## src/rtl/dram_arb_pkg.sv

```systemverilog
// Shared types for the DRAM port arbiter: FSM encoding, line geometry, latched request.
// No logic of its own; pure declarations and one helper.
// Imported by the interface, the round-robin picker and the arbiter top.
package dram_arb_pkg;

    localparam int LINE_ADR_W = 28;   // 16-byte line address, byte address bits [31:4]
    localparam int LINE_W     = 128;
    localparam int MASK_W     = 16;   // 1 = byte not written

    typedef enum logic [1:0] {
        ST_IDLE  = 2'd0,
        ST_ISSUE = 2'd1,
        ST_WAIT  = 2'd2
    } arb_state_t;

    typedef enum logic {
        OWN_MON = 1'b0,
        OWN_CPU = 1'b1
    } owner_t;

    typedef struct packed {
        logic                  we;
        logic [LINE_ADR_W-1:0] adr;
        logic [LINE_W-1:0]     wdata;
        logic [MASK_W-1:0]     mask;
    } line_req_t;

    // One-hot {cpu, monitor} vector for a port owner.
    function automatic logic [1:0] owner_onehot(owner_t o);
        return (o == OWN_CPU) ? 2'b10 : 2'b01;
    endfunction

endpackage

```

## src/rtl/dram_port_arbiter_if.sv

```systemverilog
// Bundle of the two requester ports, the shared memory port and arbiter status.
// No latency; wiring only.
// slave = arbiter side, master = requesters plus memory model side.
interface dram_port_arbiter_if;
    import dram_arb_pkg::*;

    logic                  m_req,   c_req;
    logic                  m_we,    c_we;
    logic [LINE_ADR_W-1:0] m_adr,   c_adr;
    logic [LINE_W-1:0]     m_wdata, c_wdata;
    logic [MASK_W-1:0]     m_mask,  c_mask;
    logic                  m_gnt,   c_gnt;
    logic                  m_done,  c_done;
    logic [LINE_W-1:0]     m_rdata, c_rdata;

    logic                  mem_req;
    logic                  mem_we;
    logic [LINE_ADR_W-1:0] mem_adr;
    logic [LINE_W-1:0]     mem_wdata;
    logic [MASK_W-1:0]     mem_mask;
    logic                  mem_ack;
    logic [LINE_W-1:0]     mem_rdata;

    logic                  mon_prio;
    logic                  tout_err;
    logic                  busy;

    modport slave (
        input  m_req, m_we, m_adr, m_wdata, m_mask,
        input  c_req, c_we, c_adr, c_wdata, c_mask,
        output m_gnt, m_done, m_rdata, c_gnt, c_done, c_rdata,
        output mem_req, mem_we, mem_adr, mem_wdata, mem_mask,
        input  mem_ack, mem_rdata, mon_prio,
        output tout_err, busy
    );

    modport master (
        output m_req, m_we, m_adr, m_wdata, m_mask,
        output c_req, c_we, c_adr, c_wdata, c_mask,
        input  m_gnt, m_done, m_rdata, c_gnt, c_done, c_rdata,
        input  mem_req, mem_we, mem_adr, mem_wdata, mem_mask,
        output mem_ack, mem_rdata, mon_prio,
        input  tout_err, busy
    );

endinterface

```

## src/rtl/rr_arb2.sv

```systemverilog
// Two-way round-robin picker: bit0 = monitor, bit1 = cpu, one-hot grant out.
// Combinational, zero latency.
// No backpressure; a lone requester always wins, on a tie the previous loser wins.
module rr_arb2 (
    input  logic [1:0] req,
    input  logic [1:0] last_gnt,
    output logic [1:0] gnt
);

    // Tie goes to whoever did not receive the last grant.
    always_comb begin
        gnt = req;
        if (req == 2'b11) begin
            gnt = (last_gnt == 2'b01) ? 2'b10 : 2'b01;
        end
    end

endmodule

```

## src/rtl/dram_port_arbiter.sv

```systemverilog
// Arbitrates monitor and CPU line requests onto one shared data RAM port.
// Grant in IDLE, mem_req one cycle later, done on ack (or timeout) in WAIT.
// One transaction outstanding; requesters hold req until their grant pulse.
module dram_port_arbiter
    import dram_arb_pkg::*;
#(
    parameter int TOUT_W = 8
) (
    input  logic               clk,
    input  logic               rst,
    dram_port_arbiter_if.slave bus
);

    arb_state_t        state_q,    state_d;
    owner_t            owner_q,    owner_d;
    line_req_t         req_q,      req_d;
    logic [TOUT_W-1:0] tout_q,     tout_d;
    logic [1:0]        last_gnt_q, last_gnt_d;

    line_req_t  m_line, c_line;
    logic [1:0] rr_gnt, pick, gnt, done;
    logic       mem_req, ack_ok, tout_fire;

    assign m_line = '{we: bus.m_we, adr: bus.m_adr, wdata: bus.m_wdata, mask: bus.m_mask};
    assign c_line = '{we: bus.c_we, adr: bus.c_adr, wdata: bus.c_wdata, mask: bus.c_mask};

    rr_arb2 u_rr_arb2 (
        .req      ({bus.c_req, bus.m_req}),
        .last_gnt (last_gnt_q),
        .gnt      (rr_gnt)
    );

    // Next-state, request latching, timeout counting and per-cycle pulses.
    always_comb begin
        state_d    = state_q;
        owner_d    = owner_q;
        req_d      = req_q;
        tout_d     = tout_q;
        last_gnt_d = last_gnt_q;
        pick       = 2'b00;
        gnt        = 2'b00;
        done       = 2'b00;
        mem_req    = 1'b0;
        ack_ok     = 1'b0;
        tout_fire  = 1'b0;

        unique case (state_q)
            ST_IDLE: begin
                // Monitor priority overrides the round-robin pointer but still updates it.
                pick = (bus.mon_prio && bus.m_req) ? 2'b01 : rr_gnt;
                if (pick != 2'b00) begin
                    gnt        = pick;
                    last_gnt_d = pick;
                    owner_d    = pick[1] ? OWN_CPU : OWN_MON;
                    req_d      = pick[1] ? c_line : m_line;
                    state_d    = ST_ISSUE;
                end
            end
            ST_ISSUE: begin
                mem_req = 1'b1;
                tout_d  = '0;
                state_d = ST_WAIT;
            end
            ST_WAIT: begin
                // An ack arriving on the all-ones cycle still counts as a normal completion.
                if (bus.mem_ack) begin
                    ack_ok  = 1'b1;
                    done    = owner_onehot(owner_q);
                    state_d = ST_IDLE;
                end else if (tout_q == '1) begin
                    tout_fire = 1'b1;
                    done      = owner_onehot(owner_q);
                    state_d   = ST_IDLE;
                end else begin
                    tout_d = tout_q + 1'b1;
                end
            end
            default: state_d = ST_IDLE;
        endcase
    end

    // State and latched request; reset leaves the pointer favouring the monitor.
    always_ff @(posedge clk or posedge rst) begin
        if (rst) begin
            state_q    <= ST_IDLE;
            owner_q    <= OWN_MON;
            req_q      <= '0;
            tout_q     <= '0;
            last_gnt_q <= 2'b10;
        end else begin
            state_q    <= state_d;
            owner_q    <= owner_d;
            req_q      <= req_d;
            tout_q     <= tout_d;
            last_gnt_q <= last_gnt_d;
        end
    end

    // Grants are combinational from IDLE, so they are held off while reset is asserted.
    assign bus.m_gnt     = gnt[0] & ~rst;
    assign bus.c_gnt     = gnt[1] & ~rst;
    assign bus.m_done    = done[0];
    assign bus.c_done    = done[1];
    assign bus.m_rdata   = (ack_ok && owner_q == OWN_MON) ? bus.mem_rdata : '0;
    assign bus.c_rdata   = (ack_ok && owner_q == OWN_CPU) ? bus.mem_rdata : '0;
    assign bus.mem_req   = mem_req;
    assign bus.mem_we    = req_q.we;
    assign bus.mem_adr   = req_q.adr;
    assign bus.mem_wdata = req_q.wdata;
    assign bus.mem_mask  = req_q.mask;
    assign bus.tout_err  = tout_fire;
    assign bus.busy      = (state_q != ST_IDLE);

endmodule

```

## src/flat_wrapper.sv

```systemverilog
// flat-port wrapper written by rule: the top's interface ports become plain ports
module dram_port_arbiter_flat import dram_arb_pkg::*;
#(
    parameter int TOUT_W = 8
)
  (clk, rst, bus_m_req, bus_m_we, bus_m_adr, bus_m_wdata, bus_m_mask, bus_c_req, bus_c_we, bus_c_adr, bus_c_wdata, bus_c_mask, bus_m_gnt, bus_m_done, bus_m_rdata, bus_c_gnt, bus_c_done, bus_c_rdata, bus_mem_req, bus_mem_we, bus_mem_adr, bus_mem_wdata, bus_mem_mask, bus_mem_ack, bus_mem_rdata, bus_mon_prio, bus_tout_err, bus_busy);
  dram_port_arbiter_if bus_i ();
  input  logic clk;
  input  logic rst;
  input wire logic [$bits(bus_i.m_req)-1:0] bus_m_req;
  input wire logic [$bits(bus_i.m_we)-1:0] bus_m_we;
  input wire logic [$bits(bus_i.m_adr)-1:0] bus_m_adr;
  input wire logic [$bits(bus_i.m_wdata)-1:0] bus_m_wdata;
  input wire logic [$bits(bus_i.m_mask)-1:0] bus_m_mask;
  input wire logic [$bits(bus_i.c_req)-1:0] bus_c_req;
  input wire logic [$bits(bus_i.c_we)-1:0] bus_c_we;
  input wire logic [$bits(bus_i.c_adr)-1:0] bus_c_adr;
  input wire logic [$bits(bus_i.c_wdata)-1:0] bus_c_wdata;
  input wire logic [$bits(bus_i.c_mask)-1:0] bus_c_mask;
  output wire logic [$bits(bus_i.m_gnt)-1:0] bus_m_gnt;
  output wire logic [$bits(bus_i.m_done)-1:0] bus_m_done;
  output wire logic [$bits(bus_i.m_rdata)-1:0] bus_m_rdata;
  output wire logic [$bits(bus_i.c_gnt)-1:0] bus_c_gnt;
  output wire logic [$bits(bus_i.c_done)-1:0] bus_c_done;
  output wire logic [$bits(bus_i.c_rdata)-1:0] bus_c_rdata;
  output wire logic [$bits(bus_i.mem_req)-1:0] bus_mem_req;
  output wire logic [$bits(bus_i.mem_we)-1:0] bus_mem_we;
  output wire logic [$bits(bus_i.mem_adr)-1:0] bus_mem_adr;
  output wire logic [$bits(bus_i.mem_wdata)-1:0] bus_mem_wdata;
  output wire logic [$bits(bus_i.mem_mask)-1:0] bus_mem_mask;
  input wire logic [$bits(bus_i.mem_ack)-1:0] bus_mem_ack;
  input wire logic [$bits(bus_i.mem_rdata)-1:0] bus_mem_rdata;
  input wire logic [$bits(bus_i.mon_prio)-1:0] bus_mon_prio;
  output wire logic [$bits(bus_i.tout_err)-1:0] bus_tout_err;
  output wire logic [$bits(bus_i.busy)-1:0] bus_busy;
  assign bus_i.m_req = bus_m_req;
  assign bus_i.m_we = bus_m_we;
  assign bus_i.m_adr = bus_m_adr;
  assign bus_i.m_wdata = bus_m_wdata;
  assign bus_i.m_mask = bus_m_mask;
  assign bus_i.c_req = bus_c_req;
  assign bus_i.c_we = bus_c_we;
  assign bus_i.c_adr = bus_c_adr;
  assign bus_i.c_wdata = bus_c_wdata;
  assign bus_i.c_mask = bus_c_mask;
  assign bus_m_gnt = bus_i.m_gnt;
  assign bus_m_done = bus_i.m_done;
  assign bus_m_rdata = bus_i.m_rdata;
  assign bus_c_gnt = bus_i.c_gnt;
  assign bus_c_done = bus_i.c_done;
  assign bus_c_rdata = bus_i.c_rdata;
  assign bus_mem_req = bus_i.mem_req;
  assign bus_mem_we = bus_i.mem_we;
  assign bus_mem_adr = bus_i.mem_adr;
  assign bus_mem_wdata = bus_i.mem_wdata;
  assign bus_mem_mask = bus_i.mem_mask;
  assign bus_i.mem_ack = bus_mem_ack;
  assign bus_i.mem_rdata = bus_mem_rdata;
  assign bus_i.mon_prio = bus_mon_prio;
  assign bus_tout_err = bus_i.tout_err;
  assign bus_busy = bus_i.busy;
  dram_port_arbiter #(.TOUT_W(TOUT_W)) u_core (.clk(clk), .rst(rst), .bus(bus_i));
endmodule
```

## config.mk

```make
export PLATFORM = sky130hd
export DESIGN_NAME = dram_port_arbiter_flat
export DESIGN_NICKNAME = d
export VERILOG_FILES = /design/src/rtl/dram_arb_pkg.sv /design/src/rtl/dram_port_arbiter_if.sv /design/src/rtl/rr_arb2.sv /design/src/rtl/dram_port_arbiter.sv /design/src/flat_wrapper.sv
export SDC_FILE = /design/constraint.sdc
export NUM_CORES = 1
export LEC_CHECK = 0
export CAP_MARGIN = 10
export CELL_PAD_IN_SITES_DETAIL_PLACEMENT = 0
export CELL_PAD_IN_SITES_GLOBAL_PLACEMENT = 1
export CORE_AREA = 2 2 353 355
export CTS_BUF_LIST = sky130_fd_sc_hd__clkbuf_4
export CTS_CLUSTER_DIAMETER = 200
export DETAILED_ROUTE_END_ITERATION = 8
export DIE_AREA = 0 0 355 357
export HOLD_SLACK_MARGIN = 0.06
export PLACE_DENSITY = 0.4
export SYNTH_ARGS = -nofsm -noshare
export SYNTH_HDL_FRONTEND = slang
export SYNTH_SLANG_ARGS = --single-unit
export TNS_END_PERCENT = 10
```

## constraint.sdc

```tcl
create_clock -name clk -period 12.27 [get_ports clk]
set_clock_uncertainty 0.05 [all_clocks]
set_input_delay 3.0675 -clock clk [delete_from_list [all_inputs] [get_ports clk]]
set_output_delay 3.0675 -clock clk [all_outputs]
set_load 0.01 [all_outputs]
```

# [Word level (Yosys, flattened, before mapping)]
# Cells that the tools add are included.
[op_classes] n_addsub=1 eq_ne=9 mux=26 bitwise=4 reduce_logical=10
[op_table] op="2-to-1 mux 128 bit" n=2
[op_table] op="2-to-1 mux 173 bit" n=1
[op_table] op="2-to-1 mux 2 bit" n=12
[op_table] op="2-to-1 mux 8 bit" n=2
[op_table] op="case mux 8 bit (2 select lines)" n=1
[op_table] op="adder 8 x 1 -> 8 bit (second input constant)" n=1
[op_table] op="== test 8 bit (second input constant)" n=1
[op_table] op="2-to-1 mux 1 bit" n=7
[op_table] op="case mux 2 bit (3 select lines)" n=1
[op_table] op="nonzero test 2 bit" n=3
[op_table] op="== test 2 x 1 -> 1 bit (second input constant)" n=2
[op_table] op="== test 2 bit (second input constant)" n=2
[op_table] op="!= test 2 bit (second input constant)" n=2
[op_table] op="AND reduction 2 bit" n=2
[op_table] op="logical AND 1 bit" n=3
[op_table] op="!= test 3 x 2 -> 1 bit (second input constant)" n=1
[op_table] op="AND reduction 3 bit" n=1
[op_table] op="bitwise AND 1 bit" n=2
[op_table] op="logical NOT 2 bit" n=1
[op_table] op="!= test 2 x 1 -> 1 bit (second input constant)" n=1
[op_table] op="inverter 1 bit" n=2
[totals] regBits=186 inputBits=480 output_inout_bits=436 word_cells=58

# [Logic depth before layout (Yosys ltp)]
[depth] word_depth=8 depth_mapped=8

# [Hierarchy]
# A second synthesis with hierarchy kept.
[unflattened] hier_cells=1108 hier_area_um2=10546.4
[by_module_without_submodules] module="dram_port_arbiter" n_inst=1 cells_per_inst=1104 area_each_um2=10516.3
[by_module_without_submodules] module="rr_arb2" n_inst=1 cells_per_inst=4 area_each_um2=30.0

# [Worst setup path before layout]
# Ideal clock, no wire load.
[synth_timing] path_type="input -> output" from="input port rst" to="output port bus_m_gnt" arrival_ns=7.630 required_ns=9.152 path_slack_ns=1.522 path_stages=2 path_cell_list="inv_1 and4_1"
[synth_between] elab_chain_len=2
[synth_rtl] element="start: declaration" line="flat_wrapper.sv:9" source="input logic rst;"
[synth_rtl] element="inverter 1 bit" line="dram_port_arbiter.sv:100" source="assign bus.m_gnt = gnt[0] & ~rst;"
[synth_rtl] element="bitwise AND 1 bit" line="dram_port_arbiter.sv:100"
[synth_rtl] element="end: declaration" line="flat_wrapper.sv:20" source="output wire logic [$bits(bus_i.m_gnt)-1:0] bus_m_gnt;"
# No other way between the ends.

# [Final worst setup path]
[layout_timing] from="input port bus_mem_ack" to="output port bus_m_rdata[28]"
[layout_between] elab_chain_len=4
[layout_rtl] element="start: declaration" line="flat_wrapper.sv:31" source="input wire logic [$bits(bus_i.mem_ack)-1:0] bus_mem_ack;"
[layout_rtl] element="2-to-1 mux 1 bit" line="dram_port_arbiter.sv:66" source="if (bus.mem_ack) begin"
[layout_rtl] element="2-to-1 mux 1 bit" line="dram_port_arbiter.sv:47" source="unique case (state_q)"
[layout_rtl] element="logical AND 1 bit" line="dram_port_arbiter.sv:104" source="assign bus.m_rdata = (ack_ok && owner_q == OWN_MON) ? bus.mem_rdata : '0;"
[layout_rtl] element="2-to-1 mux 128 bit" line="dram_port_arbiter.sv:104"
[layout_rtl] element="end: declaration" line="flat_wrapper.sv:22" source="output wire logic [$bits(bus_i.m_rdata)-1:0] bus_m_rdata;"
# No other way between the ends.

==> metrics.csv <==
stage;metric;value;unit
route;Detailed Routing Iterations Pass 1;4;
synth;Synthesized Nets;1592;
hold_path;Worst Hold Class;reg -> reg;
synth;synthesized area per cell;9.39;um2
synth;count of cell types in the netlist;37;
floorplan;Rows;129;
worst_setup_path;Req. time, crit path;9.15;ns
clocking;Root Driver;clkbuf_4;
global_routing;vias in the first global route;11683;
worst_setup_path;Reg2Reg Depth;6;
synth;count of flip-flops with a built-in enable after synthesis;0;
timing;setup violators final;0;
synth;top cell type's share of synthesized area;0.444;
worst_setup_path;CP max stage cell;buf_4;
hold_path;hold endpoint;u_core.bus.mem_adr[5];
layout;share of cells above drive strength 1;0.0257;
clocking;Post-CTS Hold Fix Bufs;0;
worst_setup_path;WP buf/inv;4;
timing;RSZ-0062 raised after global routing;false;
pwr;VDD IR max;0.0663;mV
global_routing;gr ovfl total;0;
global_routing;global-route wire length before repair;97.1;mm
route;Routed Antenna Nets;0;
synth;synthesized instance count;1111;
worst_setup_path;most used cell, CP;clkdlybuf4s50_1;
timing;max-slew violations;0;
hold_path;worst hold start;u_core.bus.mem_adr[5];
status;status;finished clean;
route;final wirelength;73.4;mm
clocking;TritonCTS buffer count;17;
clocking;Worst-Skew Late Latency;0.80;ns
floorplan;top-level I/O count;916;
timing;Final WS setup;3.34;ns
synth;Synth area leader;dfrtp_1;
floorplan;Chip Width;355;um
timing;slew margin rel.;0.214;
timing;fin crit share;0.728;
route;vias per inst;3.10;
floorplan;initial core utilization;0.0848;
synth;synth top area cells;dfrtp_1 (44%), mux2i_1 (17%), and2_1 (15%);
clocking;H-tree depth;4;
synth;Seq cells post-synth;186;
global_routing;GRT Util Overall;0.111;
worst_setup_path;crit path DAT;5.81;ns
floorplan;core area;123000;um2
synth;Top FF cell, synth;dfrtp_1;
global_routing;initial antenna violation count;30;
pwr;Pleak;8.76;nW
clocking;post-CTS setup buffers;0;
timing;fin crit period;8.93;ns
worst_setup_path;slowest stage delay, CP;0.83;ns
worst_setup_path;Cell Chain, Critical Path;clkdlybuf4s50_1 > inv_1 > nor3_2 > buf_4 > and2_1 > clkdlybuf4s50_1;
global_routing;largest net degree at the start of global routing;129;
clocking;# resized after CTS;0;
worst_setup_path;Setup crit end kind;primary output;
synth;async set-reset flop share out of synthesis;1.00;
layout;fillers;13783;
place;gpl congestion;0.848;
layout;layout net count;2451;
route;drt drc;0;
route;Initial DRC Count;321;
route;Via Count;11239;
place;I/O Buffers;915;
layout;most frequent cells in the layout;clkdlybuf4s50_1 (915), and2_1 (256), dfrtp_1 (185);
route;WL per Instance;20.2;um
timing;Slew @ Worst Pin;1.18;ns
worst_setup_path;Max FO, Critical Path;128;
floorplan;Die Y;357;um
timing;Hold Violations, Final;0;
hold_path;hold depth;2;
worst_setup_path;r2r startpoint;u_core.last_gnt_q[1];
place;DP HPWL;63.2;mm
clocking;CTS tree;built;
clocking;Max clock buf depth;2;
floorplan;Die ar.;127000;um2
layout;P&R area growth vs syn;107;%
pwr;Cell Pwr Density;159;nW/um2
worst_setup_path;critical path class;in -> out;
place;DP Worst Slack;3.32;ns
worst_setup_path;R2R Setup Slk;8.74;ns
synth;synth warn;0;
timing;setup TNS;0;ns
synth;register area share after synthesis;0.446;
synth;mapped cell area;10400;um2
timing;Peak Freq;0.112;GHz
layout;most common cell after layout, fill and taps aside;clkdlybuf4s50_1;
clocking;clk sinks;186;
clocking;clock-pin slew on the worst setup and hold paths;0.16;ns
flow_run;Maximum Capacitance Violations;0;
worst_setup_path;CP Launch Type;input pin;
worst_setup_path;reg2reg end;u_core.bus.mem_wdata[79];
worst_setup_path;CP delay by family, top;buffers and inverters;
-- layout make-up --
type	instances	area (um2)	area share
Sequential cell	186	4660	0.216
Inverter	9	41.3	0.00192
Clock buffer	17	128	0.00592
Tap cell	1637	2050	0.0951
Clock inverter	15	181	0.00842
Timing Repair Buffer	927	9250	0.429
Multi-Input combinational cell	829	5210	0.242
Antenna cell	11	27.5	0.00128
-- layer usage --
metal / part of all wire / global-route usage / vias up
met5: 0.0016 / 0 / -
met4: 0.0096 / 0.0221 / 18
met3: 0.083 / 0.0392 / 57
met2: 0.54 / 0.214 / 508
met1: 0.36 / 0.115 / 5232
li1: - / - / 5424
-- cells in the mapped netlist, types with 2 or more instances --
library cell,number
dfrtp_1,185
inv_1,9
buf_1,4
nand3_1,3
nand2b_1,2
a41oi_1,2
and4_1,2
and2_1,256
buf_4,6
o21ai_0,51
a21oi_1,5
nor3_1,6
buf_6,8
mux2i_1,174
buf_2,15
buf_8,11
clkbuf_2,4
a31oi_1,2
o21ai_1,126
nand2_1,180
nor2_1,4
a211oi_1,3
clkbuf_1,39
-- report_power, final --
| part | total (W) | internal (W) | switching (W) |
|---|---|---|---|
| Combinational | 0.00196 | 0.000985 | 0.000971 |
| Clock | 0.000407 | 0.000130 | 0.000277 |
| Sequential | 0.00107 | 0.000904 | 0.000163 |
| Total | 0.00343 | 0.00202 | 0.00141 |
-- kinds of logic after synthesis --
| logic type | count (synthesis) | synth area share |
|---|---|---|
| simple gates | 458 | 0.231 |
| compound gates | 196 | 0.0982 |
| flops | 186 | 0.446 |
| mux | 174 | 0.167 |
| buf+inv | 96 | 0.0566 |
| fa+ha+maj | 1 | 0.00120 |
-- worst register-to-register path, delay by kind of cell (launching register included) --
family	cells	cell delay, ns
compound gates	2	0.53
buf+inv	2	1.62
flops	1	0.57
mux	1	0.52
simple gates	1	0.13
-- registers in the layout (all words and copies together), names as in the netlist --
register / cells
u_core.bus.mem_we: 1
u_core.bus.mem_wdata: 128
u_core.bus.mem_adr: 28
u_core.owner_q: 1
u_core.last_gnt_q: 2
u_core.state_q: 2
u_core.tout_q: 8
u_core.bus.mem_mask: 16
-- worst max-delay path by stage --
stage	slack [ns]	start	to	cells past startpoint
4_1_cts	3.32	bus_mem_ack	bus_m_rdata[47]	6
3_5_place_dp	3.32	bus_mem_ack	bus_m_rdata[47]	6
6_report	3.34	bus_mem_ack	bus_m_rdata[28]	6
3_3_place_gp	3.32	bus_mem_ack	bus_c_rdata[69]	6
5_1_grt	3.15	bus_mem_ack	bus_m_rdata[98]	6
2_1_floorplan	1.52	rst	bus_m_gnt	2
-- stage by stage --
step | instance area, um2 | instances | utilization | power (W) | hold WS, ns
final | 21500 | 3631 | 0.175 | 0.00343 | 0.446
after global routing | 21500 | 3623 | 0.175 | 0.00370 | 0.477
after CTS | 21500 | 3620 | 0.175 | 0.00355 | 0.452
after detailed placement | 21200 | 3588 | 0.172 | 0.00310 | 0.421
after global placement | 21200 | 3588 | 0.172 | 0.00310 | 0.414
after floorplan | 10400 | 1111 | - | 0.00190 | 0.405
Power figures use the tool's default switching activity.
==> patch 1, RTL diff (config.mk and constraints unchanged) <==
Encoding of `arb_state_t`: now one-hot (3 bits for 3 states).
--- a/src/rtl/dram_arb_pkg.sv
+++ b/src/rtl/dram_arb_pkg.sv
@@ -7,10 +7,10 @@
     localparam int LINE_W     = 128;
     localparam int MASK_W     = 16;   // 1 = byte not written
 
-    typedef enum logic [1:0] {
-        ST_IDLE  = 2'd0,
-        ST_ISSUE = 2'd1,
-        ST_WAIT  = 2'd2
+    typedef enum logic [2:0] {
+        ST_IDLE  = 3'b001,
+        ST_ISSUE = 3'b010,
+        ST_WAIT  = 3'b100
     } arb_state_t;
 
     typedef enum logic {
Formal check against the unedited RTL: same outputs for any inputs over 4 cycles, from zero or initial values and one cycle with rst high; so few cycles prove little.
==> patch 1 against the unedited design <==
- power is 6.7% higher
- final area is 0.36% lower
- via count is 14% higher
- setup slack better by 0.27 ns
- worst hold slack worse by 0.020 ns
- combinational power is 8% higher
- sequential cell count is 1 higher
- synthesized area is 2.8% lower
- wire length is 19% higher
- register-to-register slack better by 0.08 ns
- critical path depth stayed put
- final cell count is 4.9% higher
- count of clock-buffer cells in the layout stayed put
==> patch 1: results (changes against the unedited design) <==
.. list-table::
   :header-rows: 1

   * - Metric
     - Value
   * - Post-Synthesis Net Count
     - 1788 (+12%)
   * - Via count of the first global-routing pass
     - 13156 (+13%)
   * - Post-DP HPWL
     - 70540 um (+12%)
   * - Detailed-router iteration count before antenna repair
     - 5 (+1)
   * - Pin slew with the least headroom to its limit
     - 1.153 ns (-0.02524 ns)
   * - Most frequent cells after synthesis
     - a21oi_1 (348), and2_1 (256), nand2_1 (186)
   * - Register-to-register setup slack
     - 8.82 ns (+0.08 ns)
   * - Worst voltage drop across the vdd grid
     - 0.0002060 V (+210%)
   * - Amount of wire on met3 after detailed routing
     - 7263 um (+19%)
   * - Number of different library cells in the post-synthesis netlist
     - 36 (-2.7%)
   * - Routability congestion estimate from global placement
     - 0.9658 (+14%)
   * - Clock-pin slew of the registers on the worst-case setup and hold paths
     - 0.20 ns (+0.04 ns)
   * - Initial antenna violation count
     - 50 (+67%)
   * - Gate count after technology mapping
     - 1307 (+18%)
   * - Run status
     - finished clean
   * - Largest cells by area after synthesis
     - dfrtp_1 (46%), a21oi_1 (17%), and2_1 (16%), nand2_1 (6.9%), nor2_1 (6.6%)
   * - Final net count
     - 2630 (+7.3%)
   * - Critical path's largest stage delay
     - 0.79 ns (-0.04 ns)
   * - Placed cell count
     - 3767 (+5.0%)
   * - Proportion of layout cells with a drive suffix above 1
     - 2.775% (+0.20 points)
   * - Startpoint of the worst register-to-register path
     - u_core.last_gnt_q[1]
   * - Initial drt markers
     - 521 (+62%)
   * - Post-synthesis sequential area ratio
     - 46.20% (+1.6 points)
   * - Maximum number of pins on one net before global-route repair
     - 176 (+36%)
   * - Capture instance of the worst register-to-register path
     - u_core.bus.mem_wdata[98]
   * - WL met2
     - 45080 um (+13%)
   * - Endpoint arrival time on the critical path
     - 5.54 ns (-0.27 ns)
   * - DR WL/cell
     - 22.97 um (+14%)
   * - Total length of routed wires
     - 87510 um (+19%)
   * - FF-to-FF path depth
     - 7 (+1)
   * - P_leak
     - 8.159 nW (-6.8%)
   * - Launch instance of the worst min-delay path
     - u_core.last_gnt_q[1]
   * - Sink of the worst hold path
     - u_core.last_gnt_q[1]
   * - Combined global-route utilization of all metal layers
     - 13.29% (+2.2 points)
   * - Clock latency on the worst-skew pair
     - 0.88 ns (+0.08 ns)
   * - Uppermost metal layer occupied by signal nets
     - met5
   * - Routed met1 length
     - 33040 um (+24%)
   * - Fraction of registers with async set/reset
     - 100.0% (unchanged)
   * - Vias per cell
     - 3.368 (+8.8%)
   * - First-pass GRT wire length
     - 116000 um (+19%)
==> patch 1: changes by cell type in the layout (fill, tap and decap cells not counted), moves of 3 or more <==
cell	unedited run	this run
clkinv_8	0	5
inv_1	8	3
nor2_1	3	178
o21ai_1	126	1
inv_12	0	4
o21ai_0	51	1
mux2i_1	174	1
nor3b_1	0	5
a211oi_1	3	0
nor3_1	5	2
a21oi_1	5	348
nand2_1	180	186
==> patch 1: through the flow <==
step | utilization (%) | instance area, um2 | worst slack [ns] | hold WS (ns)
4_1_cts | 17.43 | 21440 | 3.615 | 0.4271
5_1_grt | 17.44 | 21450 | 3.448 | 0.4649
3_3_place_gp | 17.16 | 21100 | 3.616 | 0.4003
3_5_place_dp | 17.16 | 21100 | 3.616 | 0.4008
2_1_floorplan | - | 10130 | 4.070 | 0.3892
6_report | 17.45 | 21460 | 3.610 | 0.4258
==> patch 1: worst max path at each step <==
stage           startpoint                     to  slack [ns]  depth (start not counted)
3_5_place_dp   bus_mem_ack       bus_m_rdata[101]        3.62                          6
3_3_place_gp   bus_mem_ack       bus_m_rdata[101]        3.62                          6
2_1_floorplan          rst  u_core.bus.mem_adr[0]        4.07                          1
4_1_cts        bus_mem_ack       bus_m_rdata[101]        3.61                          6
5_1_grt        bus_mem_ack        bus_c_rdata[70]        3.45                          5
6_report       bus_mem_ack        bus_m_rdata[53]        3.61                          6
==> patch 1: cell families (layout without fill, tap and decap cells) <==
| kind of cell | count (synthesis) | in the layout | share of synthesized area, % |
|---|---|---|---|
| buffers and inverters | 111 | 966 | 4.346 |
| DFF | 187 | 187 | 46.20 |
| AOI/OAI and AO/OA | 364 | 364 | 18.36 |
| other | 0 | 11 | 0 |
| muxes | 2 | 2 | 0.2099 |
| and+or+nand+nor | 642 | 642 | 30.76 |
| adders and majority gates | 1 | 1 | 0.1235 |
==> patch 1: routing by layer <==
metal | vias up | track usage, %
met2 | 604 | 24.46
met4 | 38 | 3.398
met3 | 127 | 4.974
met5 | - | 0
met1 | 6109 | 14.20
li1 | 5955 | -
==> patch 1: area by class of cell <==
type / count / area, um2
fillers: 13958 / 101500
repair buffers: 928 / 9281
multi-input cells: 1009 / 5054
flip-flops and latches: 187 / 4682
well taps: 1637 / 2048
clock inverters: 15 / 206.4
clock buffers: 17 / 127.6
inverters: 6 / 37.54
diodes: 11 / 27.53
==> patch 1: report_power, final <==
group / total (mW) / switching, mW / internal (mW) / leakage, nW
combinational: 2.11 / 1.14 / 0.963 / 5.88
clock: 0.444 / 0.339 / 0.105 / 0.173
sequential: 1.11 / 0.190 / 0.922 / 2.11
==> patch 1: worst min-delay path: stages (launching register included) <==
cell     delay, ns
dfstp_2       0.41
nand2_1       0.05
nand2_1       0.05
==> patch 2, RTL diff (same settings) <==
Without the edit above. The package constant `LINE_ADR_W` goes from 28 to 14.
--- a/src/rtl/dram_arb_pkg.sv
+++ b/src/rtl/dram_arb_pkg.sv
@@ -3,7 +3,7 @@
 // Imported by the interface, the round-robin picker and the arbiter top.
 package dram_arb_pkg;
 
-    localparam int LINE_ADR_W = 28;   // 16-byte line address, byte address bits [31:4]
+    localparam int LINE_ADR_W = 14;   // 16-byte line address, byte address bits [31:4]
     localparam int LINE_W     = 128;
     localparam int MASK_W     = 16;   // 1 = byte not written
 
Interface: changed (resized bus_c_adr, bus_m_adr and bus_mem_adr); port bits go from 916 to 874. The function was not compared with the original's and may differ.
==> patch 2 against the unedited design <==
- wire length up 31%
- via count rose by 24%
- sequential cell count shrank 14
- power up 3.8%
- synthesized area rose by 5.0%
- count of clock-buffer cells in the layout did not move
- final area shrank 0.33%
- setup slack lost 0.095 ns
- highest routed layer unchanged
==> patch 2: results (changes against the unedited design) <==
.. list-table::
   :header-rows: 1

   * - Metric
     - Value
   * - Run status
     - finished clean
   * - Launch instance of the worst min-delay path
     - u_core.last_gnt_q[1]
   * - First-pass GRT wire length
     - 126400 um (+30%)
   * - Final non-filler cell area
     - 21470 um2 (-0.33%)
   * - Critical path's largest stage delay
     - 0.69 ns (-0.14 ns)
   * - FF-to-FF path depth
     - 5 (-1)
   * - Met1 capacity usage during global routing
     - 14.67% (+3.2 points)
   * - Register-to-register setup slack
     - 8.92 ns (+0.18 ns)
   * - Final net count
     - 2503 (+2.1%)
   * - Average cell area after synthesis
     - 8.353 um2 (-11%)
   * - Capture instance of the worst register-to-register path
     - u_core.bus.mem_wdata[77]
   * - Maximum number of pins on one net before global-route repair
     - 112 (-13%)
   * - Placed cell count
     - 3668 (+2.2%)
   * - Post-Synthesis Net Count
     - 1764 (+11%)
   * - Startpoint of the worst register-to-register path
     - u_core.state_q[1]
   * - Total length of routed wires
     - 96030 um (+31%)
   * - Met3 Track Usage GR
     - 5.097% (+1.2 points)
   * - Worst voltage drop across the vdd grid
     - 0.0001092 V (+65%)
   * - Via count of the first global-routing pass
     - 14180 (+21%)
   * - Post-DP HPWL
     - 75130 um (+19%)
   * - P_leak
     - 7.326 nW (-16%)
   * - DR WL/cell
     - 25.82 um (+28%)
   * - Detailed-router iteration count before antenna repair
     - 5 (+1)
   * - Proportion of layout cells with a drive suffix above 1
     - 3.248% (+0.68 points)
   * - Initial drt markers
     - 752 (+130%)
   * - Clock latency on the worst-skew pair
     - 0.87 ns (+0.07 ns)
   * - Largest cells by area after synthesis
     - dfrtp_1 (39%), and2_1 (15%), o211ai_1 (11%), nand4_1 (9.2%), nand3_1 (7.4%)
   * - Routability congestion estimate from global placement
     - 0.8797 (+3.8%)
   * - Fill cell instance count of the final layout
     - 13812 (+0.21%)
   * - Crit-path max FO
     - 94 (-27%)
   * - Sink of the worst hold path
     - u_core.last_gnt_q[1]
patch 2: worst reg2reg max path, cell delays in order (launching register included):
cell and delay, ns:
dfrtp_1 0.55, nor2_4 0.69, buf_4 0.46, buf_4 0.98, nand3_1 0.33, o211ai_1 0.23
patch 2: per-layer routing:
metal	up-vias	wire, um
li1	6333	-
met1	6851	33410
met2	645	52450
met3	98	7732
met4	22	2287
met5	-	153
patch 2: how the worst max path moves through the flow:
stage                            end         from
global placement    bus_m_rdata[105]  bus_mem_ack
floorplan                  bus_m_gnt          rst
finish               bus_m_rdata[29]  bus_mem_ack
global route         bus_m_rdata[29]  bus_mem_ack
detailed placement   bus_m_rdata[29]  bus_mem_ack
CTS                  bus_m_rdata[29]  bus_mem_ack
patch 2: kinds of logic after synthesis:
| family | after synthesis | synth area share [%] |
|---|---|---|
| simple gates | 616 | 33.31 |
| buf+inv | 179 | 7.530 |
| mux | 1 | 0.09141 |
| flops | 172 | 39.32 |
| compound gates | 342 | 19.64 |
| fa+ha+maj | 1 | 0.1142 |
patch 2: layout make-up:
cell class,instances,share of cell area (%)
timing repair buffer,893,41.40
antenna,19,0.2214
clock buffer,17,0.5944
inverter,6,0.1632
clock inverter,15,0.6993
multi-input combinational,960,27.33
sequential,172,20.05
tap,1637,9.540
patch 2: where the power goes:
| group | internal (mW) | switching (mW) |
|---|---|---|
| registers | 0.826 | 0.155 |
| logic | 0.982 | 1.21 |
| clock network | 0.0928 | 0.295 |
| total | 1.90 | 1.66 |
